$ cat src/rtl/key_collect_rr_pkg.sv
// ---------------------------------------------------------------------------
// accel_pkg
//   Shared helpers for the accelerator key-collection blocks:
//     clog2        - ceiling log2 usable in constant expressions
//     tag_width    - channel-tag width, never narrower than one bit
//     cnt_width    - occupancy-count width able to hold DEPTH itself
//     depth_ok     - FIFO depth legality (power of two, at least 2)
//     num_ch_ok    - channel-count legality (2..16)
// ---------------------------------------------------------------------------
package accel_pkg;

  function automatic int unsigned clog2(input int unsigned v);
    int unsigned r;
    r = 0;
    for (int unsigned i = 0; i < 32; i++) begin
      if ((32'd1 << i) < v) r = i + 1;
    end
    return r;
  endfunction

  function automatic int unsigned tag_width(input int unsigned n);
    return (clog2(n) < 1) ? 1 : clog2(n);
  endfunction

  function automatic int unsigned cnt_width(input int unsigned d);
    return clog2(d) + 1;
  endfunction

  function automatic bit depth_ok(input int unsigned d);
    return (d >= 2) && ((d & (d - 1)) == 0);
  endfunction

  function automatic bit num_ch_ok(input int unsigned n);
    return (n >= 2) && (n <= 16);
  endfunction

endpackage

$ cat src/rtl/key_collect_rr_arb.sv
// ---------------------------------------------------------------------------
// rr_arbiter
//   Round-robin arbiter with a rotating priority pointer. The first
//   requester at or after the pointer (wrapping modulo NUM_CH) wins.
//   After a grant to channel i the pointer moves to (i+1) mod NUM_CH;
//   without a grant it holds.
// Ports:
//   clk        in   clock, rising edge
//   rst        in   synchronous active-high reset, pointer -> 0
//   clr        in   synchronous clear, pointer -> 0
//   req        in   [NUM_CH]  per-channel requests
//   enable     in   grant permitted this cycle
//   advance    in   a grant was issued this cycle; move the pointer
//   grant      out  [NUM_CH]  one-hot grant (combinational)
//   grant_idx  out  [IDX_W]   index of the winning requester
// ---------------------------------------------------------------------------
module rr_arbiter
  import accel_pkg::*;
#(
  parameter  int unsigned NUM_CH = 4,
  localparam int unsigned IDX_W  = tag_width(NUM_CH)
) (
  input  logic              clk,
  input  logic              rst,
  input  logic              clr,
  input  logic [NUM_CH-1:0] req,
  input  logic              enable,
  input  logic              advance,
  output logic [NUM_CH-1:0] grant,
  output logic [IDX_W-1:0]  grant_idx
);

  logic [IDX_W-1:0] r_ptr;
  logic [IDX_W:0]   w_sum;
  logic [IDX_W-1:0] w_cand;
  logic [IDX_W-1:0] w_sel;
  logic             w_found;

  // Walk the channels starting at the pointer; the extra sum bit lets the
  // wrap be done by subtraction, so NUM_CH need not be a power of two.
  always_comb begin
    w_sum   = '0;
    w_cand  = '0;
    w_sel   = '0;
    w_found = 1'b0;
    for (int unsigned off = 0; off < NUM_CH; off++) begin
      w_sum = {1'b0, r_ptr} + (IDX_W+1)'(off);
      if (w_sum >= (IDX_W+1)'(NUM_CH)) w_sum = w_sum - (IDX_W+1)'(NUM_CH);
      w_cand = w_sum[IDX_W-1:0];
      if (!w_found && req[w_cand]) begin
        w_found = 1'b1;
        w_sel   = w_cand;
      end
    end
  end

  always_comb begin
    grant = '0;
    if (enable && w_found) grant[w_sel] = 1'b1;
    grant_idx = w_sel;
  end

  always_ff @(posedge clk) begin
    if (rst || clr) begin
      r_ptr <= '0;
    end else if (advance) begin
      r_ptr <= (grant_idx == IDX_W'(NUM_CH - 1)) ? '0 : grant_idx + 1'b1;
    end
  end

endmodule

$ cat src/rtl/key_collect_rr.sv
// ---------------------------------------------------------------------------
// key_collect_rr
//   Collects keys from NUM_CH search-unit channels through a round-robin
//   arbiter into a first-word-fall-through FIFO and presents each key with
//   its source-channel tag on a valid/ready output. Counts stalled cycles
//   (some request pending, none granted), saturating at 16'hFFFF.
// Ports:
//   clk        in   clock, rising edge
//   rst        in   synchronous active-high reset
//   flush      in   clear FIFO and arbiter pointer (beats write and pop)
//   req        in   [NUM_CH]        per-channel write request
//   key_in     in   [NUM_CH*KEY_W]  channel c key at [c*KEY_W +: KEY_W]
//   grant      out  [NUM_CH]        one-hot write accepted, same cycle
//   key_out    out  [KEY_W]         head-of-FIFO key
//   tag_out    out  [TAG_W]         source channel of head entry
//   out_valid  out  FIFO non-empty
//   out_ready  in   consumer takes the head this cycle
//   full       out  count == DEPTH
//   empty      out  count == 0
//   count      out  [CNT_W]         occupancy
//   stall_cnt  out  [16]            saturating stall-cycle count
// ---------------------------------------------------------------------------
module key_collect_rr
  import accel_pkg::*;
#(
  parameter  int unsigned NUM_CH = 4,
  parameter  int unsigned KEY_W  = 32,
  parameter  int unsigned DEPTH  = 16,
  localparam int unsigned TAG_W  = tag_width(NUM_CH),
  localparam int unsigned CNT_W  = cnt_width(DEPTH)
) (
  input  logic                    clk,
  input  logic                    rst,
  input  logic                    flush,
  input  logic [NUM_CH-1:0]       req,
  input  logic [NUM_CH*KEY_W-1:0] key_in,
  output logic [NUM_CH-1:0]       grant,
  output logic [KEY_W-1:0]        key_out,
  output logic [TAG_W-1:0]        tag_out,
  output logic                    out_valid,
  input  logic                    out_ready,
  output logic                    full,
  output logic                    empty,
  output logic [CNT_W-1:0]        count,
  output logic [15:0]             stall_cnt
);

  localparam int unsigned AW = clog2(DEPTH);

  if (!depth_ok(DEPTH)) begin : g_bad_depth
    $error("key_collect_rr: DEPTH must be a power of two and at least 2");
  end
  if (!num_ch_ok(NUM_CH)) begin : g_bad_num_ch
    $error("key_collect_rr: NUM_CH must be in 2..16");
  end

  logic [KEY_W-1:0]  r_key_mem [DEPTH];
  logic [TAG_W-1:0]  r_tag_mem [DEPTH];
  logic [AW-1:0]     r_wr_ptr;
  logic [AW-1:0]     r_rd_ptr;
  logic [CNT_W-1:0]  r_count;
  logic [15:0]       r_stall;

  logic              w_pop;
  logic              w_space;
  logic              w_arb_en;
  logic              w_wr;
  logic [NUM_CH-1:0] w_grant;
  logic [TAG_W-1:0]  w_gidx;
  logic [KEY_W-1:0]  w_key;

  assign out_valid = (r_count != '0);
  assign empty     = (r_count == '0);
  assign full      = (r_count == CNT_W'(DEPTH));
  assign count     = r_count;
  assign stall_cnt = r_stall;
  assign key_out   = r_key_mem[r_rd_ptr];
  assign tag_out   = r_tag_mem[r_rd_ptr];

  // A pop frees a slot in the same cycle, so a full FIFO can still accept.
  assign w_pop    = out_valid & out_ready;
  assign w_space  = !full | w_pop;
  assign w_arb_en = w_space & !flush & !rst;

  rr_arbiter #(
    .NUM_CH (NUM_CH)
  ) u_arb (
    .clk       (clk),
    .rst       (rst),
    .clr       (flush),
    .req       (req),
    .enable    (w_arb_en),
    .advance   (w_wr),
    .grant     (w_grant),
    .grant_idx (w_gidx)
  );

  assign grant = w_grant;
  assign w_wr  = |w_grant;

  always_comb begin
    w_key = '0;
    for (int unsigned c = 0; c < NUM_CH; c++) begin
      if (w_gidx == TAG_W'(c)) w_key = key_in[c*KEY_W +: KEY_W];
    end
  end

  // Storage has no reset; visibility is governed entirely by r_count.
  always_ff @(posedge clk) begin
    if (w_wr) begin
      r_key_mem[r_wr_ptr] <= w_key;
      r_tag_mem[r_wr_ptr] <= w_gidx;
    end
  end

  always_ff @(posedge clk) begin
    if (rst || flush) begin
      r_wr_ptr <= '0;
      r_rd_ptr <= '0;
      r_count  <= '0;
    end else begin
      if (w_wr)  r_wr_ptr <= r_wr_ptr + 1'b1;
      if (w_pop) r_rd_ptr <= r_rd_ptr + 1'b1;
      case ({w_wr, w_pop})
        2'b10:   r_count <= r_count + 1'b1;
        2'b01:   r_count <= r_count - 1'b1;
        default: r_count <= r_count;
      endcase
    end
  end

  // Flush holds the stall count and its cycle is never counted as a stall.
  always_ff @(posedge clk) begin
    if (rst) begin
      r_stall <= '0;
    end else if (!flush && (|req) && !w_wr && (r_stall != 16'hFFFF)) begin
      r_stall <= r_stall + 16'd1;
    end
  end

endmodule
$ cat config.mk
export PLATFORM = sky130hd
export DESIGN_NAME = key_collect_rr
export DESIGN_NICKNAME = d
export VERILOG_FILES = /design/src/rtl/key_collect_rr_pkg.sv /design/src/rtl/key_collect_rr_arb.sv /design/src/rtl/key_collect_rr.sv
export SDC_FILE = /design/constraint.sdc
export NUM_CORES = 1
export LEC_CHECK = 0
export ABC_AREA = 1
export ABC_CLOCK_PERIOD_IN_PS = 6500
export CAP_MARGIN = 20
export CORE_MARGIN = 2
export CORE_UTILIZATION = 35
export CTS_BUF_LIST = sky130_fd_sc_hd__clkbuf_4 sky130_fd_sc_hd__clkbuf_8 sky130_fd_sc_hd__clkbuf_16
export DETAILED_ROUTE_END_ITERATION = 8
export GPL_ROUTABILITY_DRIVEN = 0
export PLACE_DENSITY = 0.54
export REMOVE_ABC_BUFFERS = 1
export SLEW_MARGIN = 0
export SYNTH_ARGS = -nofsm -noshare
export SYNTH_HDL_FRONTEND = slang
export SYNTH_SLANG_ARGS = --single-unit
$ cat constraint.sdc
create_clock -name clk -period 6.5 [get_ports clk]
set_input_delay 1.95 -clock clk [delete_from_list [all_inputs] [get_ports clk]]
set_output_delay 1.95 -clock clk [all_outputs]
set_load 0.05 [all_outputs]
Yosys cells after proc, flatten, opt, wreduce, memory -nomap -nowiden

Memories as Yosys holds them, arrays and structs flattened. A register that Yosys moved wholly into a read port is not among the register bits.
Cells that the tools add are included.

Add/subtract/negate cells: 13
Bitwise gates (word level): 4
Equality and inequality tests: 7
$lt $le $gt $ge: 10
Multiplexer cells: 35
Reductions and logical operators: 22

Operators with widths:

| cell                    | number |
|---|---|
| $mux W32                | 4 |
| $mux W4                 | 5 |
| $mux W2                 | 9 |
| $add A16 B1 Y16 const B | 1 |
| $ne A16 B16 Y1 const B  | 1 |
| $lt A2 B3 Y1 const B    | 5 |
| $mux W1                 | 11 |
| $pmux W5 S2             | 1 |
| $ge A3 B3 Y1 const B    | 3 |
| $add A4 B1 Y4 const B   | 2 |
| $bmux W1 S2             | 4 |
| $logic_and A1 B1 Y1     | 8 |
| $reduce_or A4 Y1        | 2 |
| $sub A2 B1 Y2 const B   | 4 |
| $logic_not A1 Y1        | 7 |
| $add A2 B2 Y3 const B   | 2 |
| $eq A2 B2 Y1 const B    | 3 |
| $add A5 B1 Y5 const B   | 1 |
| $eq A5 B5 Y1 const B    | 1 |
| $logic_not A5 Y1        | 1 |
| $reduce_bool A5 Y1      | 1 |
| $sub A5 B1 Y5 const B   | 1 |
| $eq A2 B1 Y1 const B    | 2 |
| $add A2 B1 Y3 const B   | 1 |
| other kinds (9)         | 11 |

Register bits after elaboration: 31
RAM bits: 544
Logic and storage cells: 98
Memories: 2
Output and inout port bits: 62
Input port bits: 136

Memory list:

| memory    | depth | bits a word | read ports | clocked after memory_dff | write ports | RTL line             | RTL |
|---|---|---|---|---|---|---|---|
| r_key_mem | 16    | 32          | 1          | 1                        | 1           | key_collect_rr.sv:57 | `logic [KEY_W-1:0] r_key_mem [DEPTH];` |
| r_tag_mem | 16    | 2           | 1          | 1                        | 1           | key_collect_rr.sv:58 | `logic [TAG_W-1:0] r_tag_mem [DEPTH];` |

Depth between registers and ports, before layout

Depth after elaboration: 23
Mapped depth: 22
Depth with buffers taken out: 20

Cells and area by module

Synthesis repeated with hierarchy kept, for this count alone.

Cells, all modules: 2278
Area total of the unflattened synthesis: 25189.2 um^2

By module, submodules not included:

| module         | area an instance (um^2) | sequential area each (um^2) | instances | cells each |
|---|---|---|---|---|
| key_collect_rr | 24732.5                 | 16996.3                     | 1         | 2195 |
| rr_arbiter     | 456.7                   | 40.0                        | 1         | 83 |

Least setup slack after synthesis

OpenSTA, ideal clock, no wires.

Path kind: input to output
Start point: input req[2]
End point: output grant[3]
Required time: 4550 ps
Slack: 258 ps
Stages: 12
Data arrival time: 4292 ps
Cell sequence: inv_1 > nand2_1 > o21ai_0 > nand2_1 > a21oi_1 > nor3b_2 > a21oi_1 > inv_1 > ha_1 > clkbuf_1 > inv_1 > nor2_1

Word-level cells in the longest chain between the ends: 17
Elaborated cells on any way between the ends: 29
Those cells by class: order compare: 2; mux: 19; reduce/logical: 8

Ends and longest elaborated chain:

| element                                                                   | RTL line                 | RTL |
|---|---|---|
| from (decl)                                                               | key_collect_rr.sv:35     | `input logic [NUM_CH-1:0] req,` |
| $bmux W1 S2                                                               | key_collect_rr_arb.sv:50 | `if (!w_found && req[w_cand]) begin` |
| $mux W1 (not written as such)                                             | key_collect_rr_arb.sv:50 |  |
| $mux W1                                                                   | key_collect_rr_arb.sv:50 |  |
| $logic_not A1 Y1                                                          | key_collect_rr_arb.sv:50 |  |
| $logic_and A1 B1 Y1                                                       | key_collect_rr_arb.sv:50 |  |
| $mux W1                                                                   | key_collect_rr_arb.sv:50 |  |
| $logic_not A1 Y1                                                          | key_collect_rr_arb.sv:50 |  |
| $logic_and A1 B1 Y1                                                       | key_collect_rr_arb.sv:50 |  |
| [2 not listed]                                                            | --                       |  |
| $logic_and A1 B1 Y1                                                       | key_collect_rr_arb.sv:50 |  |
| $mux W2 (*)                                                               | key_collect_rr_arb.sv:50 |  |
| named net u_arb.grant_idx[1]                                              | key_collect_rr_arb.sv:30 | `output logic [IDX_W-1:0] grant_idx` |
| $lt A2 B3 Y1 (not written as such) / $ge A2 B1 Y1 (equally long branches) | key_collect_rr_arb.sv:59 | `if (enable && w_found) grant[w_sel] = 1'b1;` |
| $logic_and A1 B1 Y1 (not written as such)                                 | key_collect_rr_arb.sv:59 |  |
| $mux W1 (not written as such)                                             | key_collect_rr_arb.sv:59 |  |
| $demux W1 S2 (*)                                                          | --                       |  |
| $mux W4 (*)                                                               | key_collect_rr_arb.sv:59 |  |
| to (decl)                                                                 | key_collect_rr.sv:37     | `output logic [NUM_CH-1:0] grant,` |

Mark *: on every way through the listed nets, which the timed path passes. The rest lies on a longest branch. The select of a mux whose other input is x is not followed.

Worst setup path in the final report

Start point: input req[1]
End point: output grant[0]

Word-level cells in the longest chain between the ends: 17
Elaborated cells on any way between the ends: 29
Those cells by class: order compare: 2; mux: 19; reduce/logical: 8

Ends and longest elaborated chain:

| element                                                                   | RTL line |
|---|---|
| $bmux W1 S2                                                               | key_collect_rr_arb.sv:50 |
| $mux W1 (not written as such)                                             | key_collect_rr_arb.sv:50 |
| $mux W1                                                                   | key_collect_rr_arb.sv:50 |
| $logic_not A1 Y1                                                          | key_collect_rr_arb.sv:50 |
| $logic_and A1 B1 Y1                                                       | key_collect_rr_arb.sv:50 |
| $mux W1                                                                   | key_collect_rr_arb.sv:50 |
| $logic_not A1 Y1                                                          | key_collect_rr_arb.sv:50 |
| $logic_and A1 B1 Y1                                                       | key_collect_rr_arb.sv:50 |
| $mux W1                                                                   | key_collect_rr_arb.sv:50 |
| $logic_not A1 Y1                                                          | key_collect_rr_arb.sv:50 |
| $logic_and A1 B1 Y1                                                       | key_collect_rr_arb.sv:50 |
| $mux W2                                                                   | key_collect_rr_arb.sv:50 |
| $lt A2 B3 Y1 (not written as such) / $ge A2 B1 Y1 (equally long branches) | key_collect_rr_arb.sv:59 |
| $logic_and A1 B1 Y1 (not written as such)                                 | key_collect_rr_arb.sv:59 |
| $mux W1 (not written as such)                                             | key_collect_rr_arb.sv:59 |
| $demux W1 S2                                                              | -- |
| $mux W4 (*)                                                               | key_collect_rr_arb.sv:59 |

Every way passes the cells marked *; elsewhere a longest branch is shown, timed or not. The select of a mux whose other input is x is not followed.

==> results.yml <==
status:
  status: "finished, final reports clean"
min_path:
  hold_path_class: "flop to flop"
  min_from: "r_rd_ptr[2]"
synth:
  synth_compound_area_share_pct: 13.4
  synth.distinct_cells: 36
  ys_seq_elements: 579
  synthFlopType: "edfxtp_1"
  avgSynthCellArea_um2: 12.8
  synth_top_family_by_area: "compound AO/OA/AOI/OAI gates"
  synth_cells: 1940
  synth_xor_area_share_pct: 0.318
  ys_async_sr_fraction_pct: 0
  synth-simple-area-share_pct: 5.89
  synth.mux.area_fraction_pct: 5.49
  synth.yosys.seq_area_share_pct: 68.7
  synth_adder_area_share_pct: 0.788
  netlist_area_mm2: 0.0248
  synth_enable_flop_cells: 544
  yosys_warnings: 0
sta:
  maxSlewViolCount: 0
  slew_headroom_pct: 33.6
  holdWs_ps: 486
  worst_pin_slew_ps: 996
  fin_crit_ps: 6330
  setup-violations-final: 0
  final_hold_viol_count: 0
  fmax_ghz: 0.158
  min_period_over_period_pct: 97.4
  clock_skew_ps: 18.3
  rsz0062_at_grt: "no"
worst_setup_path:
  crit_path_max_fanout: 3
  end_kind: "output port"
  cp.required_ps: 4550
  setup.worst_path.class: "input port to output port"
  cp-startpoint: "req[1]"
  crit-reg2reg-launch: "u_arb.r_ptr[0]"
  arrival_ps: 4380
  cp-start-kind: "input port"
grt:
  grt_pass1_wl_um: 96100
  grt-ovfl-total: 0
  track_usage_pct: 17.0
  grt_max_degree: 107
  antenna_found_initial: 1
  grt_pass1_vias: 15909
finish:
  n_fill_cell: 6376
  final_util_pct: 43.2
  fin_nets: 2316
  multi_input_area_mm2: 0.00657
  drive_above_1_share_pct: 10.8
  area_delta_synth_final_pct: 22.2
  seq_area_mm2: 0.0170
  diodes: 0
floorplan:
  core_area_mm2: 0.0700
  dieArea_mm2: 0.0730
  die_w_um: 270
  dieHeight_um: 270
  initial_core_util_pct: 35.4
  rows: 97
  io_pins: 198
drt:
  detail-route-antenna-nets: 0
  vias: 15941
  viasPerCell: 5.05
  remaining_drc_errors: 0
  drt-initial-drc-count: 1193
  wire_per_inst_um: 20.2
  drt_wl_total_um: 63600
  first_pass_iters: 5
clock_network:
  cts_hold_repair.buffers: 0
  cts_tree: "yes"
  numClockSinks: 579
  htree_levels: 2
  clk_pin_slew_ps: 60
  numCtsBuffers: 59
  post_cts_buffers: 0
  clk_latency_ps: 630
  root_buffer: "clkbuf_16"
  post_cts_resized: 0
  clock_path_buffers: 3
pwr:
  p_leak_nw: 10.0
  cellPowerDensity_mw_per_mm2: 341
  peakVddDrop_uv: 276
  total_power_w: 0.0103
place:
  portBuffers: 197
  place_hpwl_um: 38000
flow_run:
  cap_violations: 0
-- cells by family after synthesis --
logic type	after synthesis
AOI/OAI and AO/OA	546
xor gates and xnor gates	9
adders and majority gates	15
buffers and inverters	314
DFF	579
muxes	136
and+or+nand+nor	341
-- metal layers --
| layer | global-route usage, % | share of wire [%] | vias to the layer above |
|---|---|---|---|
| met5 | 0 | 0 | - |
| met4 | 4.36 | 1.7 | 0 |
| met3 | 2.51 | 4.9 | 73 |
| met2 | 27.4 | 46 | 391 |
| met1 | 24.2 | 47 | 7872 |
| li1 | - | - | 7605 |
-- placed cells by master, fill, tap and decap left out, drive strengths merged --
cell type,n
nor2,138
nand2,142
nand4,16
buf,95
dfxtp,35
clkinvlp,2
xor2,5
o21ai,195
clkinv,31
bufinv,2
and2,1
edfxtp,544
inv,193
clkbuf,72
xnor2,4
clkdlybuf4s50,193
ha,14
mux2i,136
fa,1
o211ai,136
o31ai,32
a221oi,32
a21oi,147
nor3b,2
nand3,42
a211oi,2
o41ai,1
o2111ai,1
-- worst max-delay path, stage by stage --
cell	delay (ps)
clkdlybuf4s50_1	450
o21ai_0	330
nand2_1	140
nand2_1	110
nor2_1	40
nand2_1	60
nand3_1	80
a21oi_1	350
ha_1	360
inv_1	120
nor2_1	210
buf_12	170
-- per-stage QoR --
step	instances	setup TNS, ps	area, µm²	setup slack (ps)
after floorplan	1816	-286120	24200	-5380
after global placement	3044	0	28400	254
after detailed placement	3044	0	28400	259
after CTS	3154	0	30300	248
after global routing	3154	0	30300	39.2
final	3154	0	30300	166
-- cells in the mapped netlist (4+ instances only) --
library cell,number,area share (%)
nor2_1,128,1.9
ha_1,14,0.71
mux2i_1,136,5.5
clkbuf_1,67,1.0
o21ai_0,164,3.3
o21ai_1,30,0.61
nor2_2,9,0.23
buf_2,30,0.61
edfxtp_1,544,66
xor2_1,5,0.18
o211ai_1,136,4.1
a221oi_1,32,1.1
dfxtp_1,35,2.8
nand4_1,14,0.35
buf_6,11,0.50
nand2_1,140,2.1
nand3_1,38,0.77
inv_2,4,0.061
buf_4,8,0.24
xnor2_1,4,0.14
inv_1,185,2.8
nand3_2,4,0.16
o31ai_1,32,0.97
a21oi_1,147,3.0
buf_1,8,0.12
-- worst paths after layout --
check	to	slack, ps	depth (start not counted)
setup / recovery	grant[0]	170	12
hold / removal	flop	490	2
setup reg to reg	r_tag_mem[4][1]	2240	14
hold reg to reg	flop	490	2
-- report_power, final --
group          switching, W  leakage [nW]  internal [W]
sequential        0.0000430          5.23       0.00470
clock               0.00140         0.920       0.00181
combinational       0.00163          3.85      0.000718
-- final cells by class --
type | instances | share of cell area, %
flip-flops and latches | 579 | 56.3
multi-input cells | 1047 | 21.7
clock inverters | 38 | 0.868
well taps | 940 | 3.88
clock buffers | 72 | 5.22
repair buffers | 288 | 9.65
inverters | 190 | 2.37
-- state kept, by name, summed over array words and instances, names as in the netlist, named ones only --
name,flops
count,5
r_key_mem,512
r_rd_ptr,4
r_tag_mem,32
r_wr_ptr,4
stall_cnt,16
u_arb.r_ptr,2
Power figures use the tool's default switching activity.
